<file path="src/rtl/fetch_pc_unit.sv">
// Instruction-fetch stage: drives the word PC to instruction memory and registers the word into IF/ID.
// First word one cycle after start is accepted; the output register holds steady while out_valid && !out_ready.
module fetch_pc_unit #(
   parameter logic [31:0] RESET_PC  = 32'd0,
   parameter int          NUM_INSTR = 8
) (
   input  logic        clk,
   input  logic        rst,
   input  logic        start,
   output logic [31:0] program_counter,
   input  logic [31:0] instruction,
   input  logic        redirect_valid,
   input  logic [31:0] redirect_target,
   output logic        out_valid,
   input  logic        out_ready,
   output logic [31:0] out_instruction,
   output logic [31:0] out_pc,
   output logic        halted,
   output logic        fetch_error
);

   localparam logic [31:0] NUM_WORDS = 32'(NUM_INSTR);
   localparam logic [31:0] LAST_PC   = 32'(NUM_INSTR - 1);

   typedef enum logic [1:0] {
      IDLE   = 2'd0,
      FETCH  = 2'd1,
      HALTED = 2'd2
   } state_t;

   state_t      state, state_nx;
   logic [31:0] pc, pc_nx;
   logic [31:0] out_instruction_nx, out_pc_nx;
   logic        out_valid_nx, fetch_error_nx;

   always_ff @(posedge clk) begin
      if (rst) begin
         state           <= IDLE;
         pc              <= RESET_PC;
         out_valid       <= 1'b0;
         out_instruction <= 32'd0;
         out_pc          <= 32'd0;
         fetch_error     <= 1'b0;
      end else begin
         state           <= state_nx;
         pc              <= pc_nx;
         out_valid       <= out_valid_nx;
         out_instruction <= out_instruction_nx;
         out_pc          <= out_pc_nx;
         fetch_error     <= fetch_error_nx;
      end
   end

   always_comb begin
      state_nx           = state;
      pc_nx              = pc;
      out_valid_nx       = out_valid;
      out_instruction_nx = out_instruction;
      out_pc_nx          = out_pc;
      fetch_error_nx     = fetch_error;

      if (redirect_valid) begin
         // Flush wins over any handshake in the same cycle.
         out_valid_nx = 1'b0;
         pc_nx        = redirect_target;
         if (redirect_target < NUM_WORDS) begin
            state_nx = (state == IDLE) ? IDLE : FETCH;
         end else begin
            state_nx       = HALTED;
            fetch_error_nx = 1'b1;
         end
      end else begin
         case (state)
            IDLE: begin
               if (out_valid && out_ready) out_valid_nx = 1'b0;
               if (start) state_nx = FETCH;
            end
            FETCH: begin
               if (!out_valid || out_ready) begin
                  out_instruction_nx = instruction;
                  out_pc_nx          = pc;
                  out_valid_nx       = 1'b1;
                  pc_nx              = pc + 32'd1;
                  if (pc == LAST_PC) state_nx = HALTED;
               end
            end
            HALTED: begin
               if (out_valid && out_ready) out_valid_nx = 1'b0;
            end
            default: state_nx = IDLE;
         endcase
      end
   end

   assign program_counter = pc;
   assign halted          = (state == HALTED);

endmodule

</file>
<file path="config.mk">
export PLATFORM = sky130hd
export DESIGN_NAME = fetch_pc_unit
export DESIGN_NICKNAME = d
export VERILOG_FILES = /design/src/rtl/fetch_pc_unit.sv
export SDC_FILE = /design/constraint.sdc
export NUM_CORES = 1
export LEC_CHECK = 0
export CORE_UTILIZATION = 47
export CTS_CLUSTER_DIAMETER = 40
export DETAILED_ROUTE_END_ITERATION = 6
export PLACE_DENSITY = 0.85
export SKIP_LAST_GASP = 1
export SYNTH_ARGS = -nofsm -noshare
export SYNTH_HDL_FRONTEND = slang
export SYNTH_SLANG_ARGS = --single-unit
</file>
<file path="constraint.sdc">
create_clock -name clk -period 3 [get_ports clk]
set_input_delay 0.6 -clock clk [delete_from_list [all_inputs] [get_ports clk]]
set_output_delay 0.6 -clock clk [all_outputs]
set_load 0.005 [all_outputs]
</file>
==> key figures <==
Floorplan
  • Die area: 9600 um2
  • Core Rows: 34
  • Starting Density: 49.2%
  • Core area: 8810 um2
  • Io pins: 168
  • Die Wd: 98 um
  • Die height: 98 um

Clock network
  • Post-CTS Hold Buffers: 0
  • TritonCTS clock tree: built
  • Clk root buf: clkbuf_8
  • CTS Buffer Depth: 2
  • Setup bufs post-CTS: 0
  • Number of CTS-inserted buffers: 9
  • Worst-path clk slew: 0.09 ns
  • Clock Latency Late Sink: 0.36 ns
  • H-tree Lvls: 3
  • Clock sink count: 100
  • Post-cts resize count: 0

Synthesis
  • Avg Inst Size Synth: 7.76 um2
  • Syn Std Cell Area: 4330 um2
  • Sequential share of the synthesized area: 46.2%
  • Syn nets: 628
  • Count of cell types in the netlist: 40
  • Cell count after synthesis: 558
  • Seq cells post-synth: 100
  • Yosys warns: 0

Worst hold path
  • Hold Crit Class: register to register

Critical path
  • Crit path arrival time: 2.64 ns
  • Setup crit end kind: register
  • Worst-path fanout max: 12
  • CP required: 3.31 ns
  • CP startpoint kind: input pin
  • Kind of critical path: input pin to register

Drt
  • WL final: 13400 um
  • Final antenna-violating net count: 0
  • Initial DRC count: 385
  • Vias: 4642
  • Drt pass-1 iters: 7
  • Avg Vias per Cell: 5.63
  • WL/cell: 16.3 um
  • Post-route DRC: 8

GRT
  • Largest net degree at the start of global routing: 53
  • Remaining global-route overflow: 0
  • First-pass GRT wire length: 21900 um
  • Antenna violations before repair: 0
  • Total GRT Usage: 28.3%
  • Vias in the first global route: 4407

Placed design
  • Final HPWL DP: 9940 um
  • GPL Wtd Cong: 0.930
  • I/O Buffers: 167

STA
  • Final worst path period share: 77.7%
  • Worst-Margin Slew: 0.637 ns
  • Slew HR: 57.2%
  • Peak Freq: 0.429 GHz
  • Clock skew: 0.0104 ns
  • Max-slew violation count: 0
  • Setup violators final: 0
  • Final Critical Period: 2.33 ns
  • Final hold vios: 0
  • Setup TNS: 0 ns
  • Unrepaired setup endpoints after global routing: no
  • Minimum hold slack: 0.458 ns

Final layout
  • N_diodes: 0
  • Final Util: 71.4%
  • Most common cell after layout, fill and taps aside: clkdlybuf4s50_1
  • Fill count: 729
  • Commonest non-fill, non-tap cells in the layout: clkdlybuf4s50_1 (166), nand2_1 (152), dfxtp_1 (100), a21oi_1 (74), nor2_1 (36)
  • Fraction of layout cells with a size suffix above 1: 5.16%
  • Area growth, synth to finish: 45.2%
  • Nets: 782

Power
  • Leak Pwr: 2.09 nW
  • Pwr Total: 2.58 mW
  • PwrDens: 410 nW/um2
  • Peak supply drop: 0.303 mV

Status
  • Failing checks: design-rule violations
  • Status: complete, but fails checks

Flow run
  • MaxCap Viol Count: 0
Yosys cell counts, drive strengths merged:
cell     count  area share (%)
a2111oi      1            0.35
a211oi      18             3.1
a21oi       74             8.6
a221oi       1            0.20
a311oi       4            0.81
and2         1            0.14
and3         6            0.87
and4         3            0.61
buf          3            0.29
clkbuf      33             2.9
dfxtp      100              46
ha           1            0.29
inv          8            0.69
mux2         1            0.26
mux2i        1            0.23
nand2      153              13
nand2b       1            0.14
nand3       10             1.2
nand4       16             2.7
nand4b       1            0.20
nor2        36             3.1
nor2b        3            0.43
nor3        12             1.4
nor3b        1            0.29
nor4        22             3.2
o2111ai      1            0.20
o211a        1            0.23
o21a         2            0.35
o21ai        7            0.81
o31ai        4            0.69
or2          1            0.14
or3          6            0.87
or4          3            0.69
xnor2       10             2.0
xor2        13             2.6
flip-flops by register name (all words and copies together), names as in the netlist:
signal           cells
fetch_error          1
program_counter     32
state                2
out_pc              32
out_valid            1
out_instruction     32
where the power goes:
| part | internal [mW] | switching, mW | leakage [nW] | total, mW |
|---|---|---|---|---|
| clock network | 0.306 | 0.476 | 0.0799 | 0.782 |
| registers | 1.37 | 0.0703 | 0.815 | 1.44 |
| logic | 0.206 | 0.147 | 1.20 | 0.353 |
| total | 1.88 | 0.694 | 2.09 | 2.58 |
metrics by stage:
step | instances | worst slack, ns | cell area (um2)
6_report | 825 | 0.668 | 6290
5_1_grt | 825 | 0.518 | 6290
4_1_cts | 825 | 0.689 | 6290
3_5_place_dp | 809 | 0.314 | 6120
3_3_place_gp | 809 | 0.387 | 6120
2_1_floorplan | 558 | 0.986 | 4330
area by class of cell:
type,count,area (um2),share of cell area [%]
multi-input cells,414,2170,34.5
clock inverters,5,37.5,0.597
well taps,108,135,2.15
clock buffers,11,131,2.09
inverters,8,30.0,0.478
repair buffers,179,1780,28.4
flip-flops and latches,100,2000,31.8
logic make-up (layout without fill, tap and decap cells):
group | after synthesis | in the layout | share of synthesized area [%]
buffers and inverters | 44 | 203 | 3.90
DFF | 100 | 100 | 46.2
xor gates and xnor gates | 23 | 23 | 4.65
muxes | 2 | 2 | 0.491
and+or+nand+nor | 275 | 275 | 29.1
adders and majority gates | 1 | 1 | 0.289
AOI/OAI and AO/OA | 113 | 113 | 15.3
worst max-delay path, stage by stage:
cell             delay [ns]
clkdlybuf4s50_1        0.47
nor2b_1                0.07
buf_4                  0.17
or3_1                  0.56
nor4_1                 0.39
mux2i_1                0.22
o211a_1                0.15
layer usage:
metal  global-route usage, %  part of all wire, %  wire, um
met2                    45.3                   47      6300
met3                    5.44                  8.8      1180
met5                       0                    0         0
met4                    11.0                  2.4       323
met1                    37.6                   42      5640
worst paths after layout:
path	startpoint	endpoint	slack, ns	cells past startpoint
hold reg to reg	out_pc[27]$_SDFFE_PP0P_	out_pc[27]$_SDFFE_PP0P_	0.46	2
hold / removal	out_pc[27]$_SDFFE_PP0P_	out_pc[27]$_SDFFE_PP0P_	0.46	2
setup / recovery	out_ready	program_counter[31]$_SDFFE_PP0P_	0.67	7
setup reg to reg	program_counter[3]$_SDFFE_PP0P_	program_counter[29]$_SDFFE_PP0P_	0.69	5
Power figures use the tool's default switching activity.
